[config.mk]
export PLATFORM = sky130hd
export DESIGN_NAME = pipe_mem_arbiter
export DESIGN_NICKNAME = d
export VERILOG_FILES = /design/src/rtl/pipe_mem_arbiter.sv
export SDC_FILE = /design/constraint.sdc
export NUM_CORES = 1
export LEC_CHECK = 0
export BUFFER_PORTS_ARGS = -buffer_cell sky130_fd_sc_hd__buf_4
export CAP_MARGIN = 5
export CELL_PAD_IN_SITES_DETAIL_PLACEMENT = 1
export CELL_PAD_IN_SITES_GLOBAL_PLACEMENT = 1
export CORE_MARGIN = 10
export CORE_UTILIZATION = 28
export CTS_CLUSTER_DIAMETER = 80
export DETAILED_ROUTE_END_ITERATION = 16
export PLACE_DENSITY_LB_ADDON = 0.1
export SLEW_MARGIN = 25
export SYNTH_ARGS = -nofsm -noshare
export SYNTH_HDL_FRONTEND = slang
export SYNTH_SLANG_ARGS = --single-unit
[constraint.sdc]
create_clock -name clock -period 2 [get_ports clock]
set_clock_uncertainty 0.05 [all_clocks]
set_input_delay 0.1 -clock clock [delete_from_list [all_inputs] [get_ports clock]]
set_output_delay 0.1 -clock clock [all_outputs]
set_load 0.1 [all_outputs]
[src/rtl/pipe_mem_arbiter.sv]
// pipe_mem_arbiter: serialises IF fetches and MEM loads/stores onto one fixed-latency memory port, data first.
// Define PIPE_ARB_STATS_EN to build the stall/conflict cycle counters; otherwise they read 0.
module pipe_mem_arbiter #(
    parameter int MEM_LAT = 2
) (
    input  logic        clock,
    input  logic        reset,
    input  logic        ireq,
    input  logic [31:0] iaddr,
    input  logic        mm2reg,
    input  logic        mwmem,
    input  logic [31:0] malu,
    input  logic [31:0] mb,
    output logic [31:0] irdata,
    output logic [31:0] drdata,
    output logic        stall,
    output logic        mem_en,
    output logic        mem_we,
    output logic [31:0] mem_addr,
    output logic [31:0] mem_wdata,
    input  logic [31:0] mem_rdata,
    output logic [31:0] stall_cycles,
    output logic [31:0] conflict_cycles
);
    typedef enum logic [1:0] {IDLE, DACC, IACC} state_t;
    state_t state;
    logic [3:0] cnt;
    logic ihave, dhave;
    logic dpend, ipend, last, dcomp, icomp, arb, dneed, ineed;
    assign dpend = mm2reg | mwmem;
    assign ipend = ireq;
    assign stall = (dpend & ~dhave) | (ipend & ~ihave);
    assign last  = (state != IDLE) && (cnt == 4'd0);
    assign dcomp = last && (state == DACC);
    assign icomp = last && (state == IACC);
    assign arb   = (state == IDLE) || last;
    // the access finishing this cycle must not be reissued
    assign dneed = dpend & ~dhave & ~dcomp;
    assign ineed = ipend & ~ihave & ~icomp;
    always_ff @(posedge clock) begin
        if (reset) begin
            state     <= IDLE;
            cnt       <= 4'd0;
            ihave     <= 1'b0;
            dhave     <= 1'b0;
            irdata    <= 32'd0;
            drdata    <= 32'd0;
            mem_en    <= 1'b0;
            mem_we    <= 1'b0;
            mem_addr  <= 32'd0;
            mem_wdata <= 32'd0;
        end else begin
            if (arb) begin
                state  <= dneed ? DACC : ineed ? IACC : IDLE;
                cnt    <= (dneed | ineed) ? 4'(MEM_LAT - 1) : 4'd0;
                mem_en <= dneed | ineed;
                mem_we <= dneed & mwmem & ~mm2reg;
                if (dneed) begin
                    mem_addr  <= malu;
                    mem_wdata <= mb;
                end else if (ineed) begin
                    mem_addr  <= iaddr;
                    mem_wdata <= 32'd0;
                end
            end else begin
                cnt <= cnt - 4'd1;
            end
            // a request flushed mid-access has its result dropped
            if (dcomp && !mem_we && dpend)
                drdata <= mem_rdata;
            if (icomp && ipend)
                irdata <= mem_rdata;
            ihave <= stall & (ihave | (icomp & ipend));
            dhave <= stall & (dhave | (dcomp & dpend));
        end
    end
`ifdef PIPE_ARB_STATS_EN
    always_ff @(posedge clock) begin
        if (reset) begin
            stall_cycles    <= 32'd0;
            conflict_cycles <= 32'd0;
        end else begin
            if (stall)
                stall_cycles <= stall_cycles + 32'd1;
            if (arb && dneed && ineed)
                conflict_cycles <= conflict_cycles + 32'd1;
        end
    end
`else
    assign stall_cycles    = 32'd0;
    assign conflict_cycles = 32'd0;
`endif
endmodule

---- Word level (Yosys, flattened, before mapping) ----
Cells that the tools add are included.
cells by class
  add/subtract/negate cells ............... 1
  equality and inequality tests ........... 2
  muxes and demuxes ....................... 8
  bitwise operators ....................... 20
  reduce and logical (&&, ||, !) cells .... 13
operator list
  kind                                               number
  2-to-1 mux 32 bit                                  4
  bitwise AND 1 bit                                  10
  logical AND 1 bit                                  6
  NOT 1 bit                                          5
  OR 1 bit                                           5
  zero test 4 bit                                    1
  2-to-1 mux 2 bit                                   2
  2-to-1 mux 4 bit                                   1
  nonzero test 2 bit                                 2
  subtractor 4 x 1 -> 4 bit (second input constant)  1
  == test 2 x 1 -> 1 bit (second input constant)     1
  == test 2 bit (second input constant)              1
  zero test 2 bit                                    1
  AND reduction 2 bit                                1
  zero test 1 bit                                    1
  logical OR 1 bit                                   1
  2-to-1 mux 1 bit                                   1
word-level totals
  register bits after elaboration ......... 138
  bits of input ports ..................... 133
  output and inout port bits .............. 195
  word-level logic and storage cells ...... 54

---- Depth between registers and ports, before layout ----
Gate-level depths: netlist of run 1.
  depth after elaboration ................. 8
  mapped depth ............................ 8
  depth with buffers taken out ............ 6

---- Worst setup path before layout of run 1 ----
No wires, ideal clock.
  path type ............................... flip-flop to flip-flop
  start point ............................. register cnt[0]
  end point ............................... register drdata[0]
  library setup time ...................... 132 ps
  arrival ................................. 1788 ps
  required time ........................... 1818 ps
  setup slack ............................. 30 ps
  stages on the path, launching flop included .. 9
  buffers on the path ..................... 2
  clock period less this slack ............ 1970 ps
  cells stage by stage .................... dfxtp_1 > inv_1 > ha_1 > or3b_4 > or4_1 > buf_2 > buf_6 > nand2_1 > a21oi_1
on the way
  longest elaborated chain between the ends .. 5
ends and longest elaborated chain
  what                             RTL line  RTL
  start: declaration               27        logic [3:0] cnt;
  start signal: assignment         55        cnt <= (dneed | ineed) ? 4'(MEM_LAT - 1) : 4'd0;
  start signal: assignment         66        cnt <= cnt - 4'd1;
  zero test 4 bit                  33        assign last = (state != IDLE) && (cnt == 4'd0);
  logical AND 1 bit                33
  logical AND 1 bit                34        assign dcomp = last && (state == DACC);
  logical AND 1 bit (2 in series)  69        if (dcomp && !mem_we && dpend)
  end signal: assignment           70        drdata <= mem_rdata;
  end: declaration                 15        output logic [31:0] drdata,
Every way passes these cells.
A chain may end at the register's enable or synchronous reset.

---- Worst setup path after layout of run 1 ----
  start point ............................. register cnt[0]
  end point ............................... register mem_addr[19]
on the way
  longest elaborated chain between the ends .. 7
  elaborated cells on any way between the ends .. 12
  those cells by class .................... mux (1); bitwise (4); reduce/logical (7)
ends and longest elaborated chain
  what                                         RTL line  RTL
  zero test 4 bit *                            33
  logical AND 1 bit *                          33
  logical AND 1 bit, on equally long branches  34, 35
  NOT 1 bit, on equally long branches          38, 39
  bitwise AND 1 bit, on equally long branches  38, 39
  nonzero test 2 bit (no source line)          --
  AND reduction 2 bit (no source line)         --
  end signal: assignment                       59        mem_addr <= malu;
  end signal: assignment                       62        mem_addr <= iaddr;
  end: declaration                             19        output logic [31:0] mem_addr,
Every way passes the cells marked *; elsewhere a longest branch is shown, timed or not.

==> impl_metrics.env, run 1 <==
export IMPL_root_buffer="clkbuf_16"
export IMPL_reg2reg_depth=9
export IMPL_cts_max_path_buffers=2
export IMPL_fillerInstances=2441
export IMPL_synth_edff_count=0
export IMPL_synthToLayoutAreaGrowth_pct=73.1
export IMPL_wire_per_inst_um=19.0
export IMPL_netlist_top_cells_area="dfxtp_1 (46%), nand2_1 (14%), a21oi_1 (8.5%)"
export IMPL_synth_top_area_share_pct=46.4
export IMPL_io_pins=328
export IMPL_ys_seq_elements=138
export IMPL_layout_min_cycle_time_ps=2010
export IMPL_slew_violations=0
export IMPL_yosysWarnings=0
export IMPL_fin_tns_setup_ps=-12.2
export IMPL_portBuffers=263
export IMPL_final_nets=1256
export IMPL_drv_cap=0
export IMPL_antenna_found_initial=1
export IMPL_ir_drop_uv=828
export IMPL_fp_dieH_um=166
export IMPL_vias=6596
export IMPL_clkPwrFrac_pct=19.7
export IMPL_holdCritStartpoint="mm2reg"
export IMPL_crit_type="reg2reg"
export IMPL_grt_max_degree=44
export IMPL_hpwl_mm=17.0
export IMPL_critPathCaptureType="register"
export IMPL_ys_types=38
export IMPL_seq_area_um2=2760
export IMPL_hold_path_class="in2reg"
export IMPL_hold_path_depth=3
export IMPL_p_per_area_nw_per_um2=1570
export IMPL_synth_common_cells="nand2_1 (227), dfxtp_1 (138), a21oi_1 (101)"
export IMPL_fmax_mhz=497
export IMPL_fin_crit_sh_pct=101
export IMPL_cts_sinks=138
export IMPL_cts_tree="yes"
export IMPL_clk_latency_ps=420
export IMPL_first_global_vias=7025
export IMPL_worstMarginPinSlew_ps=551
export IMPL_ys_seq_area_share_pct=46.4
export IMPL_synth_top_area_cell="dfxtp_1"
export IMPL_run_status="finished, violations left"
export IMPL_r2r_slack_ps=-10
export IMPL_finalSetupViolations=1
export IMPL_htreeDepth=4
export IMPL_cts_buffers=17
export IMPL_layout_drive_gt1_share_pct=32.5
export IMPL_final_hold_violation_count=0
export IMPL_syn_area_um2=5960
export IMPL_drt_iter0_drc=257
export IMPL_required_ps=2270
export IMPL_grt_pass1_wl_mm=40.3
export IMPL_finalWirelength_mm=26.7
export IMPL_gp_congestion=0.745
export IMPL_row_count=53
export IMPL_hold_path_endpoint="mem_we$_SDFFE_PP0N_"
export IMPL_critPathLaunchType="register"
export IMPL_syn_avg_cell_area_um2=8.12
export IMPL_clk_pin_slew_worst_paths_ps=70
export IMPL_start_util_pct=28.4
export IMPL_async_flop_share_pct=0
export IMPL_core_area_um2=21000
export IMPL_place_ws_ps=-8.80
export IMPL_die_area_um2=27500
export IMPL_die_width_um=166
export IMPL_max_slew_margin_pct=63.2
export IMPL_detail_route_antenna_nets=0
export IMPL_violations="setup timing"
export IMPL_avgViaCountPerCell=4.68
export IMPL_netlist_instances=734
export IMPL_multi_input_area_um2=2840
export IMPL_ys_flop_type="dfxtp_1"
export IMPL_grt_use_total_pct=17.8
export IMPL_p_leak_uw=0.00438
export IMPL_internal_power_uw=7540
export IMPL_setup_slack_ps=-12.2
export IMPL_switchingPower_uw=8680
export IMPL_reg2reg_from="cnt[0]$_SDFF_PP0_"
export IMPL_drc_errors=0
export IMPL_grt_setup_unrepaired="true"
export IMPL_grt_overflow_total=0
export IMPL_power_frac_comb_pct=57.8
export IMPL_regToRegEndpoint="mem_addr[19]$_SDFFE_PP0P_"
export IMPL_worstPathArrival_ps=2280
export IMPL_p_seq_share_pct=22.5
export IMPL_synth_most_common_cell="nand2_1"
export IMPL_worst_path_max_fanout=8
export IMPL_p_sw_share_pct=53.5
export IMPL_first_pass_iters=4
## stage by stage
| stage | instances | power [uW] | hold WS, ps | util [%] | cell area [um^2] |
|---|---|---|---|---|---|
| after global placement | 1242 | 12400 | 312 | 39.1 | 8190 |
| after global routing | 1410 | 16900 | 55.5 | 49.2 | 10300 |
| after CTS | 1403 | 15900 | 11.1 | 48.1 | 10100 |
| final | 1410 | 16200 | 36.3 | 49.2 | 10300 |
| after detailed placement | 1242 | 12400 | 313 | 39.1 | 8190 |
| after floorplan | 797 | 10100 | 186 | - | 6200 |
## layout by cell type (no fill, tap or decap), types with 4 or more instances in the layout
cell and n:
a211oi_1 32, a21oi_1 100, a311oi_1 19, a311oi_2 13, buf_12 13, buf_4 283, clkbuf_16 20, clkinvlp_4 4
conb_1 64, dfxtp_1 137, dlygate4sd3_1 129, inv_6 5, inv_8 4, nand2_1 222, nand2_2 4, nor2_1 8
o211ai_1 33
## kinds of logic after synthesis
family | synth area share, %
AO/OA/AOI/OAI | 23.2
XOR/XNOR | 0.294
adder cells (fa/ha/maj) | 0.420
buffers and inverters | 12.7
flip-flops | 46.4
other | 0.0629
AND/OR/NAND/NOR | 17.0
## worst max-delay path, stage by stage, from the launching register on
cell and delay, ps:
dfxtp_2 320, inv_2 70, ha_4 130, or3b_4 370, buf_6 150, o21ai_4 150
buf_12 140, clkbuf_16 150, nand2_1 60, a311oi_1 310
## layer usage
layer	up-vias	global-route usage (%)	routed length, um
met4	0	5.59	482
met5	-	0	0
li1	3180	-	-
met3	30	7.03	2120
met2	231	28.9	12800
met1	3155	21.2	11400
## state kept, by name (all words and copies together), names as in the netlist
| signal | count |
|---|---|
| drdata | 32 |
| irdata | 32 |
| mem_addr | 32 |
| mem_wdata | 32 |
| cnt | 4 |
| state | 2 |
| dhave | 1 |
| ihave | 1 |
| mem_en | 1 |
| mem_we | 1 |
## power by group through the flow
stage          Sequential (uW)  Clock (uW)  Combinational (uW)
6_report                  3650        3190                9370
5_1_grt                   3720        3400                9820
4_1_cts                   3640        3290                8950
3_5_place_dp              3690           0                8730
3_3_place_gp              3670           0                8730
2_1_floorplan             7390           0                2730
## cell type report
cell class,instances,area share (%)
repair buffers,430,36.6
multi-input cells,532,27.5
flip-flops and latches,138,26.8
clock buffers,18,4.26
well taps,275,3.33
clock inverters,14,1.44
inverters,2,0.0728
diodes,1,0.0243
## what timing repair did
item | CTS | global route
resized for setup | 0 | 27
setup buffers | 0 | 2
hold buffers | 129 | 0
hold endpoints to repair | 129 | 0
setup endpoints to repair | 0 | 66
## worst max path at each step
stage                       from                         to  slack (ps)  cells past startpoint
2_1_floorplan  cnt[0]$_SDFF_PP0_     drdata[0]$_SDFFE_PP0P_          30                      8
3_3_place_gp   cnt[0]$_SDFF_PP0_    drdata[30]$_SDFFE_PP0P_          40                      7
3_5_place_dp   cnt[0]$_SDFF_PP0_  mem_addr[19]$_SDFFE_PP0P_          -9                      8
4_1_cts        cnt[0]$_SDFF_PP0_  mem_addr[19]$_SDFFE_PP0P_           7                      8
5_1_grt        cnt[0]$_SDFF_PP0_  mem_addr[19]$_SDFFE_PP0P_         -60                      9
6_report       cnt[0]$_SDFF_PP0_  mem_addr[19]$_SDFFE_PP0P_         -10                      9
No activity file was read; power rests on OpenSTA's default activity.
==> run 2, diff against run 1 <==
--- a/config.mk
+++ b/config.mk
@@ -14,6 +14,7 @@
 export CTS_CLUSTER_DIAMETER = 80
 export DETAILED_ROUTE_END_ITERATION = 16
 export PLACE_DENSITY_LB_ADDON = 0.1
+export SKIP_LAST_GASP = 1
 export SLEW_MARGIN = 25
 export SYNTH_ARGS = -nofsm -noshare
 export SYNTH_HDL_FRONTEND = slang
==> run 2 against run 1 <==
Net effect: the flow still finishes with violations (setup timing); clock power is essentially flat; hold slack about the same; utilization barely moved; first-iteration DRC count down 2.7%; combinational power hardly changed; non-clock buffer count unchanged; total power about the same; count of clock-buffer cells in the layout did not move; setup slack better by 0.62 ps; sequential power about the same; routed wire length is essentially flat; largest cell class unchanged.
==> impl_metrics.env, run 2 (same netlist as run 1, synthesis figures left out) <==
export IMPL_grt_setup_unrepaired="true"
export IMPL_drv_cap=0
export IMPL_ir_drop_uv=829
export IMPL_hold_path_endpoint="mem_we$_SDFFE_PP0N_"
export IMPL_slowest_delay_ps=370
export IMPL_avgViaCountPerCell=4.69
export IMPL_drc_errors=0
export IMPL_hpwl_mm=17.0
export IMPL_finalPower_uw=16200
export IMPL_final_common_cell="buf_4"
export IMPL_first_global_vias=7025
export IMPL_fillerInstances=2441
export IMPL_hold_path_depth=3
export IMPL_clk_latency_ps=420
export IMPL_row_count=53
export IMPL_required_ps=2270
export IMPL_drt_iter0_drc=250
export IMPL_place_ws_ps=-8.80
export IMPL_crit_chain="inv_2, ha_4, or3b_4, buf_6, o21ai_4, buf_12, clkbuf_16, nand2_1, a311oi_1"
export IMPL_fmax_mhz=497
export IMPL_first_pass_iters=4
export IMPL_clk_pin_slew_worst_paths_ps=70
export IMPL_portBuffers=263
export IMPL_worst_path_max_fanout=8
export IMPL_final_nets=1256
export IMPL_finalWirelength_mm=26.7
export IMPL_core_area_um2=21000
export IMPL_worst_path_buf_inv=4
export IMPL_fin_crit_sh_pct=101
export IMPL_die_width_um=166
export IMPL_final_cell_mix="buf_4 (283), nand2_1 (223), dfxtp_1 (137)"
export IMPL_reg2reg_depth=9
export IMPL_die_area_um2=27500
export IMPL_fp_dieH_um=166
export IMPL_layout_min_cycle_time_ps=2010
export IMPL_layout_drive_gt1_share_pct=32.5
export IMPL_io_pins=328
export IMPL_holdCritStartpoint="mm2reg"
export IMPL_detail_route_antenna_nets=0
export IMPL_reg2reg_from="cnt[0]$_SDFF_PP0_"
export IMPL_p_per_area_nw_per_um2=1570
export IMPL_regToRegEndpoint="mem_addr[19]$_SDFFE_PP0P_"
export IMPL_multi_input_area_um2=2830
export IMPL_htreeDepth=4
export IMPL_hold_path_class="in2reg"
export IMPL_final_hold_violation_count=0
export IMPL_cp_top_family="buffers and inverters"
export IMPL_synthToLayoutAreaGrowth_pct=73.0
export IMPL_antenna_found_initial=1
export IMPL_dp_cells=1242
export IMPL_wire_per_inst_um=19.0
export IMPL_cts_max_path_buffers=2
export IMPL_hold_slack_ps=36.4
export IMPL_critPathCaptureType="register"
export IMPL_p_leak_uw=0.00437
export IMPL_stdcell_count=1410
export IMPL_worstPathArrival_ps=2280
export IMPL_r2r_slack_ps=-10
export IMPL_slew_violations=0
export IMPL_cts_buffers=17
export IMPL_gp_congestion=0.745
export IMPL_seq_area_um2=2760
export IMPL_critPathLaunchType="register"
export IMPL_vias=6617
export IMPL_grt_use_total_pct=17.8
export IMPL_worstMarginPinSlew_ps=548
export IMPL_violations="setup timing"
export IMPL_final_core_util_pct=49.2
export IMPL_cts_sinks=138
export IMPL_crit_type="reg2reg"
export IMPL_cts_tree="yes"
export IMPL_root_buffer="clkbuf_16"
export IMPL_finalSetupViolations=1
export IMPL_cpMaxStageDelayCell="or3b_4"
export IMPL_start_util_pct=28.4
export IMPL_grt_max_degree=44
export IMPL_max_slew_margin_pct=63.4
export IMPL_grt_overflow_total=0
export IMPL_run_status="finished, violations left"
export IMPL_setup_slack_ps=-11.6
export IMPL_grt_pass1_wl_mm=40.3
## run 2: per-layer routing
layer / track usage [%] / wire, um
met2: 28.9 / 12800
met5: 0 / 0
met3: 7.03 / 2160
met1: 21.2 / 11300
met4: 5.59 / 482
## run 2: worst max path at each step
| stage | from | to | depth (start not counted) |
|---|---|---|---|
| floorplan | cnt[0]$_SDFF_PP0_ | drdata[0]$_SDFFE_PP0P_ | 8 |
| global placement | cnt[0]$_SDFF_PP0_ | drdata[30]$_SDFFE_PP0P_ | 7 |
| detailed placement | cnt[0]$_SDFF_PP0_ | mem_addr[19]$_SDFFE_PP0P_ | 8 |
| CTS | cnt[0]$_SDFF_PP0_ | mem_addr[19]$_SDFFE_PP0P_ | 8 |
| global route | cnt[0]$_SDFF_PP0_ | mem_addr[19]$_SDFFE_PP0P_ | 9 |
| finish | cnt[0]$_SDFF_PP0_ | mem_addr[19]$_SDFFE_PP0P_ | 9 |
## run 2: stage by stage
stage,instance area [um^2],TNS (ps)
floorplan,6200,0
global placement,8190,0
detailed placement,8190,-8.80
CTS,10100,0
global route,10300,-283
finish,10300,-11.6
## run 2: repair_timing
action	4_1_cts	5_1_grt
hold buffers	129	0
setup buffers	0	2
endpoints found under the hold margin	129	0
endpoints found under the setup margin	0	66
resized for setup	0	25
## run 2: power by group
| group | switching (uW) | total (uW) | internal [uW] | leakage (uW) |
|---|---|---|---|---|
| logic | 6950 | 9370 | 2420 | 0.00296 |
| registers | 332 | 3650 | 3320 | 0.00113 |
| clock network | 1390 | 3190 | 1800 | 0.000278 |
## run 2: final cells by class
| class | instances | share of cell area [%] |
|---|---|---|
| Timing Repair Buffer | 430 | 36.6 |
| Clock buffer | 18 | 4.26 |
| Antenna cell | 1 | 0.0243 |
| Multi-Input combinational cell | 532 | 27.5 |
| Tap cell | 275 | 3.34 |
| Clock inverter | 14 | 1.44 |
| Inverter | 2 | 0.0728 |
| Sequential cell | 138 | 26.8 |
## run 2: worst reg2reg max path, delay by kind of cell (launching register included)
family	cells	cell delay [ps]
simple gates	2	430
buf+inv	4	530
compound gates	2	460
fa+ha+maj	1	130
flops	1	320
